File: config.mk
export PLATFORM = sky130hd
export DESIGN_NAME = wb_host_loader_flat
export DESIGN_NICKNAME = d
export VERILOG_FILES = /design/src/rtl/wb_host_loader_pkg.sv /design/src/rtl/wb_host_loader_if.sv /design/src/rtl/wb_host_loader.sv /design/src/flat_wrapper.sv
export SDC_FILE = /design/constraint.sdc
export NUM_CORES = 1
export LEC_CHECK = 0
export ABC_AREA = 1
export CAP_MARGIN = 5
export CORE_MARGIN = 1.5
export CORE_UTILIZATION = 55
export DETAILED_ROUTE_END_ITERATION = 6
export GPL_TIMING_DRIVEN = 0
export MAX_ROUTING_LAYER = met4
export PLACE_DENSITY = 0.81
export SYNTH_ARGS = -nofsm -noshare
export SYNTH_HDL_FRONTEND = slang
export SYNTH_SLANG_ARGS = --single-unit
File: constraint.sdc
create_clock -name clk -period 2.2 [get_ports clk]
set_clock_uncertainty 0.15 [all_clocks]
set_input_delay 0.44 -clock clk [delete_from_list [all_inputs] [get_ports clk]]
set_output_delay 0.44 -clock clk [all_outputs]
set_load 0.005 [all_outputs]
File: src/rtl/wb_host_loader_pkg.sv
// Shared constants and types for the host-link Wishbone loader:
// command opcodes, fixed response bytes, bus widths and FSM states.
package wb_host_loader_pkg;

  localparam int ADDR_W = 24;
  localparam int DATA_W = 8;

  localparam logic [7:0] OP_SETADDR = 8'h01;
  localparam logic [7:0] OP_WRITE   = 8'h02;
  localparam logic [7:0] OP_READ    = 8'h03;
  localparam logic [7:0] OP_PING    = 8'h04;
  localparam logic [7:0] OP_STATUS  = 8'h05;

  localparam logic [7:0] PING_RESP    = 8'hA5;
  // Byte returned for a read whose bus cycle was abandoned.
  localparam logic [7:0] TIMEOUT_RESP = 8'hFF;

  typedef enum logic [2:0] {
    ST_IDLE,
    ST_ADDR,
    ST_LEN,
    ST_WDATA,
    ST_WB_WR,
    ST_WB_RD,
    ST_RSP
  } state_t;

endpackage

File: src/rtl/wb_host_loader_if.sv
// Bundles the host command/response byte streams and the Wishbone
// initiator bus. "master" is the loader's view, "slave" is the view of
// whatever sits on the other side (host front end plus bus fabric).
interface wb_host_loader_if;
  import wb_host_loader_pkg::*;

  logic [DATA_W-1:0] cmd_data;
  logic              cmd_valid;
  logic              cmd_ready;

  logic [DATA_W-1:0] rsp_data;
  logic              rsp_valid;
  logic              rsp_ready;

  // Bit 0 of the mainboard's MSB-first numbering is bit 23 here.
  logic [ADDR_W-1:0] wb_adr_o;
  logic [DATA_W-1:0] wb_dat_o;
  logic [DATA_W-1:0] wb_dat_i;
  logic              wb_we_o;
  logic              wb_sel_o;
  logic              wb_stb_o;
  logic              wb_cyc_o;
  logic              wb_ack_i;

  modport master (
    input  cmd_data, cmd_valid, rsp_ready, wb_dat_i, wb_ack_i,
    output cmd_ready, rsp_data, rsp_valid,
    output wb_adr_o, wb_dat_o, wb_we_o, wb_sel_o, wb_stb_o, wb_cyc_o
  );

  modport slave (
    output cmd_data, cmd_valid, rsp_ready, wb_dat_i, wb_ack_i,
    input  cmd_ready, rsp_data, rsp_valid,
    input  wb_adr_o, wb_dat_o, wb_we_o, wb_sel_o, wb_stb_o, wb_cyc_o
  );

endinterface

File: src/rtl/wb_host_loader.sv
// Host-link to Wishbone loader. Parses a byte-stream command channel,
// issues single-byte classic Wishbone cycles with address auto-increment
// and returns read data / status bytes on a byte-stream response channel.
// A cycle that is not acknowledged within TIMEOUT_CYCLES is abandoned,
// flagged in the sticky timeout_err and (for reads) answered with 0xFF.
module wb_host_loader
  import wb_host_loader_pkg::*;
#(
  parameter int TIMEOUT_CYCLES = 256
) (
  input  logic             clk,
  input  logic             reset_n,
  wb_host_loader_if.master bus,
  output logic             busy,
  output logic             timeout_err
);

  // Counter only has to reach TIMEOUT_CYCLES-1 (TIMEOUT_CYCLES >= 2).
  localparam int TW = (TIMEOUT_CYCLES > 2) ? $clog2(TIMEOUT_CYCLES) : 1;
  localparam logic [TW-1:0] TMO_LAST = TW'(TIMEOUT_CYCLES - 1);

  state_t            state_reg, state_next;
  logic [ADDR_W-1:0] addr_reg, addr_next;
  logic [7:0]        op_reg, op_next;
  logic [1:0]        addr_idx_reg, addr_idx_next;
  logic [7:0]        len_reg, len_next;
  logic [TW-1:0]     tmo_reg, tmo_next;
  logic              stb_reg, stb_next;
  logic              we_reg, we_next;
  logic [DATA_W-1:0] dat_reg, dat_next;
  logic [DATA_W-1:0] rsp_data_reg, rsp_data_next;
  logic              terr_reg, terr_next;
  logic              xfer_done;

  // A transfer ends on an acknowledge or when the wait budget runs out.
  assign xfer_done = stb_reg && (bus.wb_ack_i || (tmo_reg == TMO_LAST));

  // State and datapath registers; reset drops the bus cycle immediately.
  always_ff @(posedge clk or negedge reset_n) begin
    if (!reset_n) begin
      state_reg    <= ST_IDLE;
      addr_reg     <= '0;
      op_reg       <= '0;
      addr_idx_reg <= '0;
      len_reg      <= '0;
      tmo_reg      <= '0;
      stb_reg      <= 1'b0;
      we_reg       <= 1'b0;
      dat_reg      <= '0;
      rsp_data_reg <= '0;
      terr_reg     <= 1'b0;
    end else begin
      state_reg    <= state_next;
      addr_reg     <= addr_next;
      op_reg       <= op_next;
      addr_idx_reg <= addr_idx_next;
      len_reg      <= len_next;
      tmo_reg      <= tmo_next;
      stb_reg      <= stb_next;
      we_reg       <= we_next;
      dat_reg      <= dat_next;
      rsp_data_reg <= rsp_data_next;
      terr_reg     <= terr_next;
    end
  end

  // Command parsing, bus sequencing and next-value computation.
  always_comb begin
    state_next    = state_reg;
    addr_next     = addr_reg;
    op_next       = op_reg;
    addr_idx_next = addr_idx_reg;
    len_next      = len_reg;
    tmo_next      = tmo_reg;
    stb_next      = stb_reg;
    we_next       = we_reg;
    dat_next      = dat_reg;
    rsp_data_next = rsp_data_reg;
    terr_next     = terr_reg;

    case (state_reg)
      ST_IDLE: begin
        if (bus.cmd_valid) begin
          op_next = bus.cmd_data;
          case (bus.cmd_data)
            OP_SETADDR: begin
              addr_idx_next = 2'd0;
              state_next    = ST_ADDR;
            end
            OP_WRITE, OP_READ: state_next = ST_LEN;
            OP_PING: begin
              rsp_data_next = PING_RESP;
              state_next    = ST_RSP;
            end
            OP_STATUS: begin
              rsp_data_next = {7'b0, terr_reg};
              terr_next     = 1'b0;
              state_next    = ST_RSP;
            end
            default: ; // unknown opcode: swallow the byte
          endcase
        end
      end

      ST_ADDR: begin
        // Address arrives MSB first, so shift each byte in from the right.
        if (bus.cmd_valid) begin
          addr_next     = {addr_reg[ADDR_W-9:0], bus.cmd_data};
          addr_idx_next = addr_idx_reg + 2'd1;
          if (addr_idx_reg == 2'd2) state_next = ST_IDLE;
        end
      end

      ST_LEN: begin
        // len_reg holds "transfers remaining minus one".
        if (bus.cmd_valid) begin
          len_next = bus.cmd_data;
          if (op_reg == OP_WRITE) begin
            state_next = ST_WDATA;
          end else begin
            stb_next   = 1'b1;
            we_next    = 1'b0;
            tmo_next   = '0;
            state_next = ST_WB_RD;
          end
        end
      end

      ST_WDATA: begin
        if (bus.cmd_valid) begin
          dat_next   = bus.cmd_data;
          we_next    = 1'b1;
          stb_next   = 1'b1;
          tmo_next   = '0;
          state_next = ST_WB_WR;
        end
      end

      ST_WB_WR, ST_WB_RD: begin
        if (xfer_done) begin
          stb_next  = 1'b0;
          we_next   = 1'b0;
          addr_next = addr_reg + 24'd1;
          if (!bus.wb_ack_i) terr_next = 1'b1;
          if (state_reg == ST_WB_RD) begin
            rsp_data_next = bus.wb_ack_i ? bus.wb_dat_i : TIMEOUT_RESP;
            state_next    = ST_RSP;
          end else if (len_reg == 8'd0) begin
            state_next = ST_IDLE;
          end else begin
            len_next   = len_reg - 8'd1;
            state_next = ST_WDATA;
          end
        end else if (stb_reg) begin
          tmo_next = tmo_reg + TW'(1);
        end
      end

      ST_RSP: begin
        // Next read of a burst is only launched once the host took the byte.
        if (bus.rsp_ready) begin
          if ((op_reg == OP_READ) && (len_reg != 8'd0)) begin
            len_next   = len_reg - 8'd1;
            stb_next   = 1'b1;
            we_next    = 1'b0;
            tmo_next   = '0;
            state_next = ST_WB_RD;
          end else begin
            state_next = ST_IDLE;
          end
        end
      end

      default: state_next = ST_IDLE;
    endcase
  end

  assign bus.cmd_ready = (state_reg inside {ST_IDLE, ST_ADDR, ST_LEN, ST_WDATA});
  assign bus.rsp_valid = (state_reg == ST_RSP);
  assign bus.rsp_data  = rsp_data_reg;

  assign bus.wb_adr_o  = addr_reg;
  assign bus.wb_dat_o  = dat_reg;
  assign bus.wb_we_o   = we_reg;
  assign bus.wb_stb_o  = stb_reg;
  assign bus.wb_cyc_o  = stb_reg;
  assign bus.wb_sel_o  = stb_reg;

  assign busy        = (state_reg != ST_IDLE);
  assign timeout_err = terr_reg;

endmodule

File: src/flat_wrapper.sv
// flat-port wrapper written by rule: the top's interface ports become plain ports
module wb_host_loader_flat import wb_host_loader_pkg::*;
#(
  parameter int TIMEOUT_CYCLES = 256
)
  (clk, reset_n, busy, timeout_err, bus_cmd_data, bus_cmd_valid, bus_rsp_ready, bus_wb_dat_i, bus_wb_ack_i, bus_cmd_ready, bus_rsp_data, bus_rsp_valid, bus_wb_adr_o, bus_wb_dat_o, bus_wb_we_o, bus_wb_sel_o, bus_wb_stb_o, bus_wb_cyc_o);
  wb_host_loader_if bus_i ();
  input  logic clk;
  input  logic reset_n;
  output logic busy;
  output logic timeout_err;
  input wire logic [$bits(bus_i.cmd_data)-1:0] bus_cmd_data;
  input wire logic [$bits(bus_i.cmd_valid)-1:0] bus_cmd_valid;
  input wire logic [$bits(bus_i.rsp_ready)-1:0] bus_rsp_ready;
  input wire logic [$bits(bus_i.wb_dat_i)-1:0] bus_wb_dat_i;
  input wire logic [$bits(bus_i.wb_ack_i)-1:0] bus_wb_ack_i;
  output wire logic [$bits(bus_i.cmd_ready)-1:0] bus_cmd_ready;
  output wire logic [$bits(bus_i.rsp_data)-1:0] bus_rsp_data;
  output wire logic [$bits(bus_i.rsp_valid)-1:0] bus_rsp_valid;
  output wire logic [$bits(bus_i.wb_adr_o)-1:0] bus_wb_adr_o;
  output wire logic [$bits(bus_i.wb_dat_o)-1:0] bus_wb_dat_o;
  output wire logic [$bits(bus_i.wb_we_o)-1:0] bus_wb_we_o;
  output wire logic [$bits(bus_i.wb_sel_o)-1:0] bus_wb_sel_o;
  output wire logic [$bits(bus_i.wb_stb_o)-1:0] bus_wb_stb_o;
  output wire logic [$bits(bus_i.wb_cyc_o)-1:0] bus_wb_cyc_o;
  assign bus_i.cmd_data = bus_cmd_data;
  assign bus_i.cmd_valid = bus_cmd_valid;
  assign bus_i.rsp_ready = bus_rsp_ready;
  assign bus_i.wb_dat_i = bus_wb_dat_i;
  assign bus_i.wb_ack_i = bus_wb_ack_i;
  assign bus_cmd_ready = bus_i.cmd_ready;
  assign bus_rsp_data = bus_i.rsp_data;
  assign bus_rsp_valid = bus_i.rsp_valid;
  assign bus_wb_adr_o = bus_i.wb_adr_o;
  assign bus_wb_dat_o = bus_i.wb_dat_o;
  assign bus_wb_we_o = bus_i.wb_we_o;
  assign bus_wb_sel_o = bus_i.wb_sel_o;
  assign bus_wb_stb_o = bus_i.wb_stb_o;
  assign bus_wb_cyc_o = bus_i.wb_cyc_o;
  wb_host_loader #(.TIMEOUT_CYCLES(TIMEOUT_CYCLES)) u_core (.clk(clk), .reset_n(reset_n), .bus(bus_i), .busy(busy), .timeout_err(timeout_err));
endmodule
==> results.txt <==
The flow ran to the end, and the final reports show no timing, DRC or antenna violations. The CTS buffer count is 9. The number of antenna diodes is 0. The worst hold path was traced through 2 stages. The cell-internal power is 4330 uW. Summing all non-filler instances in the final layout gives an area of 5810 um2. STA classifies the critical path endpoint as a primary output. The kind of start point of the critical path is a flop. The count of synthesis-stage warnings from yosys came out at 0. Along the worst path, the maximum fanout reaches 5.

The wire length per cell is 14.7 um. The area added between synthesis and finish came out at 24.3%. The path type of the worst min-delay path is flop to flop. The tightest hold margin came out at 0.331 ns.

The worst endpoint data arrival time came out at 1.60 ns. In the post-route analysis, the smallest setup slack over all paths is roughly 0.013 ns. The horizontal die dimension came out at 95.2 um. The combinational power share is 52.8%. The part of the Yosys area used for sequential elements is about two fifths.

The static leakage power is 0.00279 uW. The pre-antenna-repair detailed-routing pass consisted of 5 iterations. In this run the critical register-to-register path is launched from u_core.bus.wb_adr_o[0].

The number of hold violations in the final report came out at 0. The setup TNS came out at 0 ns. The post-synthesis area per instance is around 6.7 um2. The required arrival time at the worst endpoint came out at between 1.5 and 2 ns. The number of global-route vias before repair is ~4800. The count of final setup violators came out at 0. The register with the most flip-flops in the layout has 24 of them. Yosys mapped a number of flops with a built-in enable equal to 0. The length in cells of the worst reg-to-reg path is 9.

The clock net sink count came out at approximately 70. Power spread over the standard cell area amounts to roughly 1300 nW/um2. The post-route DRC violation count is 0. The portion of the clock cycle consumed by the worst path in the final layout came out at 99.4%. The number of antenna violations at the first check in global routing came out at 0. For this configuration, the core starts out at a cell density of 56.9%. Of the cells placed in the final design, the portion with a size suffix greater than 1 is a little under a tenth. For the pin with the worst max-slew slack, the measured transition is between 0.5 and 0.6 ns. The clock network fraction of total power is ~16%. The count of filler cells inserted in the layout is 711. The sum of routed wire length over all layers came out at 13.1 mm. The later-pin clock latency in the skew report is 0.36 ns. The overall track demand over capacity in global routing is 32.2%.

The first global-routing pass estimated 21.9 mm of wire. After synthesis, the share of flip-flops with an asynchronous set or reset is 100%. The final max-slew violation count came out at 0. The net load switching power came out at 3460 uW. The completed layout was analyzed and its total power is ~7800 uW. The maximum achievable frequency came out at 457 MHz. Net switching is 44.4% of the power. The routability congestion estimate from global placement is 0.923.

The part of the total power dissipated in sequential elements is 31.7%. The TritonCTS clock tree is done. The synthesized instance count is approximately 700. The pin count of the biggest net entering global routing came out at 39. In this run the remaining antenna-violating nets after routing total 0. The clock-pin slew on the worst setup and hold paths came out at 0.09 ns. The area of the die came out at between 9000 and 10000 um2. VDD sags by at most approximately 0.9 mV. The number of maximum-capacitance constraint violations is 0. The die span in y is 95.2 um. The placed wire-length estimate after detailed placement came out at 9.54 mm. Clock tree synthesis selected as its root buffer the cell sky130_fd_sc_hd__clkbuf_8. Synthesis produced a netlist with a net count of 723.

The worst slack at placement came out at -0.154 ns. The via count came out at 4909. The longest clock path from root to sink contains 2 buffers. The cell area after synthesis is 4670 um2. Measured against its own limit, the worst slew margin works out to 61.2%. The number of levels the H-tree was split into came out at 3. The capture endpoint of the worst hold path is u_core.len_reg[0]. The end of the worst register-to-register path is u_core.bus.wb_adr_o[20]. For this run, the leading register cell type out of synthesis is sky130_fd_sc_hd__dfrtp_1. Setup repair after global routing left no endpoint under its margin. The number of distinct standard cells referenced by the synthesized netlist came out at 34. The post-layout net count is 808.

The worst register-to-register path has a setup slack of 0.18 ns. The kind of critical path is flop to primary output. Subtracting the final worst setup slack from the clock period gives ~2.2 ns. The floorplan has 33 rows.

The leftover overflow at the end of global routing is 0. The count of pins on the block boundary is 69. The instance area at placement came out at 5500 um2.

After synthesis the netlist holds a flip-flop and latch count of between 70 and 80. The number of vias per cell came out at 5.50. After the first detailed-routing iteration, the DRC count stood at 273. The beginning of the worst hold path is u_core.len_reg[0]. The number of buffer cells added on primary ports came out at 68.

In this run the standard cell core region covers 8220 um2.
[placed cells by master, fill, tap and decap left out, types with 6 or more instances in the layout]
| master | n |
|---|---|
| sky130_fd_sc_hd__buf_4 | 10 |
| sky130_fd_sc_hd__clkbuf_1 | 8 |
| sky130_fd_sc_hd__nor2_1 | 90 |
| sky130_fd_sc_hd__nand2_2 | 9 |
| sky130_fd_sc_hd__nor2_2 | 6 |
| sky130_fd_sc_hd__inv_1 | 73 |
| sky130_fd_sc_hd__o21ai_0 | 60 |
| sky130_fd_sc_hd__nand3_1 | 78 |
| sky130_fd_sc_hd__clkdlybuf4s50_1 | 66 |
| sky130_fd_sc_hd__a21oi_1 | 22 |
| sky130_fd_sc_hd__clkbuf_8 | 9 |
| sky130_fd_sc_hd__nand2_1 | 215 |
| sky130_fd_sc_hd__nand4_1 | 9 |
| sky130_fd_sc_hd__dfrtp_1 | 68 |
[cell usage after synthesis (2+ instances only)]
cell | n | area [um2]
sky130_fd_sc_hd__xor2_1 | 2 | 17.5
sky130_fd_sc_hd__buf_6 | 4 | 45.0
sky130_fd_sc_hd__ha_1 | 4 | 50.1
sky130_fd_sc_hd__nand2_1 | 216 | 811
sky130_fd_sc_hd__nor3_1 | 4 | 20.0
sky130_fd_sc_hd__buf_2 | 3 | 15.0
sky130_fd_sc_hd__nand2_4 | 3 | 33.8
sky130_fd_sc_hd__nor2_1 | 91 | 342
sky130_fd_sc_hd__nor2_4 | 3 | 33.8
sky130_fd_sc_hd__nand3_1 | 78 | 390
sky130_fd_sc_hd__nand3b_1 | 3 | 22.5
sky130_fd_sc_hd__inv_1 | 75 | 282
sky130_fd_sc_hd__nand3_4 | 3 | 52.6
sky130_fd_sc_hd__o21ai_1 | 2 | 10.0
sky130_fd_sc_hd__nor2_2 | 6 | 37.5
sky130_fd_sc_hd__a21oi_1 | 23 | 115
sky130_fd_sc_hd__clkbuf_1 | 7 | 26.3
sky130_fd_sc_hd__nand4_1 | 9 | 56.3
sky130_fd_sc_hd__inv_2 | 4 | 15.0
sky130_fd_sc_hd__o211ai_1 | 3 | 22.5
sky130_fd_sc_hd__o21ai_0 | 60 | 300
sky130_fd_sc_hd__nand2_2 | 8 | 50.1
sky130_fd_sc_hd__buf_4 | 5 | 37.5
sky130_fd_sc_hd__dfrtp_1 | 72 | 1800
[worst max-delay path by stage]
stage                                    endpoint           startpoint  depth (start not counted)
after floorplan                 u_core.len_reg[4]    u_core.tmo_reg[0]                         10
after global placement    u_core.bus.wb_adr_o[22]              reset_n                          1
after detailed placement   u_core.bus.rsp_data[2]      bus_cmd_data[3]                         10
after CTS                                    busy  u_core.state_reg[2]                          5
after global routing                         busy  u_core.state_reg[2]                          5
final                                        busy  u_core.state_reg[2]                          5
[routing by layer]
layer / global-route usage, % / routed length (um)
met5: - / 0
met4: 14.7 / 380
met1: 40.9 / 5810
met3: 4.07 / 789
met2: 51.2 / 6130
[cell type report]
cell class	count	area, um2	share of cell area (%)
Tap cell	105	131	2.26
Timing Repair Buffer	74	741	12.8
Clock inverter	6	92.6	1.59
Clock buffer	10	128	2.20
Buffer	19	124	2.13
Sequential cell	72	1810	31.1
Inverter	79	304	5.24
Multi-Input combinational cell	528	2480	42.7
[per-stage QoR]
step	std cells	utilization, %
after floorplan	698	-
after global placement	871	66.8
after detailed placement	872	67.0
after CTS	893	70.3
after global routing	893	70.7
final	893	70.7
[power by group through the flow]
stage	Clock (uW)	Sequential [uW]	Combinational, uW
6_report	1210	2470	4110
5_1_grt	1260	2550	4630
4_1_cts	1220	2440	4080
3_5_place_dp	0	2480	3940
3_3_place_gp	0	2460	3860
2_1_floorplan	0	2380	2410
[timing repair]
action | CTS | global route
gates cloned | 0 | 0
setup endpoints to repair | 2 | 21
gates resized for setup | 7 | 9
hold buffers | 1 | 0
hold endpoints to repair | 34 | 0
pin swaps | 1 | 0
buffers inserted | 4 | 0
[logic make-up (layout without fill, tap and decap cells)]
| kind of cell | after synthesis | in the layout | synth area share, % |
|---|---|---|---|
| adder cells (fa/ha/maj) | 4 | 4 | 1.07 |
| AO/OA/AOI/OAI | 93 | 93 | 10.6 |
| AND/OR/NAND/NOR | 428 | 428 | 40.2 |
| XOR/XNOR | 3 | 3 | 0.562 |
| flip-flops | 72 | 72 | 38.6 |
| buffers and inverters | 98 | 188 | 9.00 |
[worst max-delay path: stages (launching register included)]
cell	delay [ns]
sky130_fd_sc_hd__dfrtp_2	0.44
sky130_fd_sc_hd__inv_4	0.09
sky130_fd_sc_hd__nand2_2	0.08
sky130_fd_sc_hd__nor2_4	0.12
sky130_fd_sc_hd__inv_1	0.07
sky130_fd_sc_hd__clkdlybuf4s50_1	0.45
No activity file was read; power rests on OpenSTA's default activity.
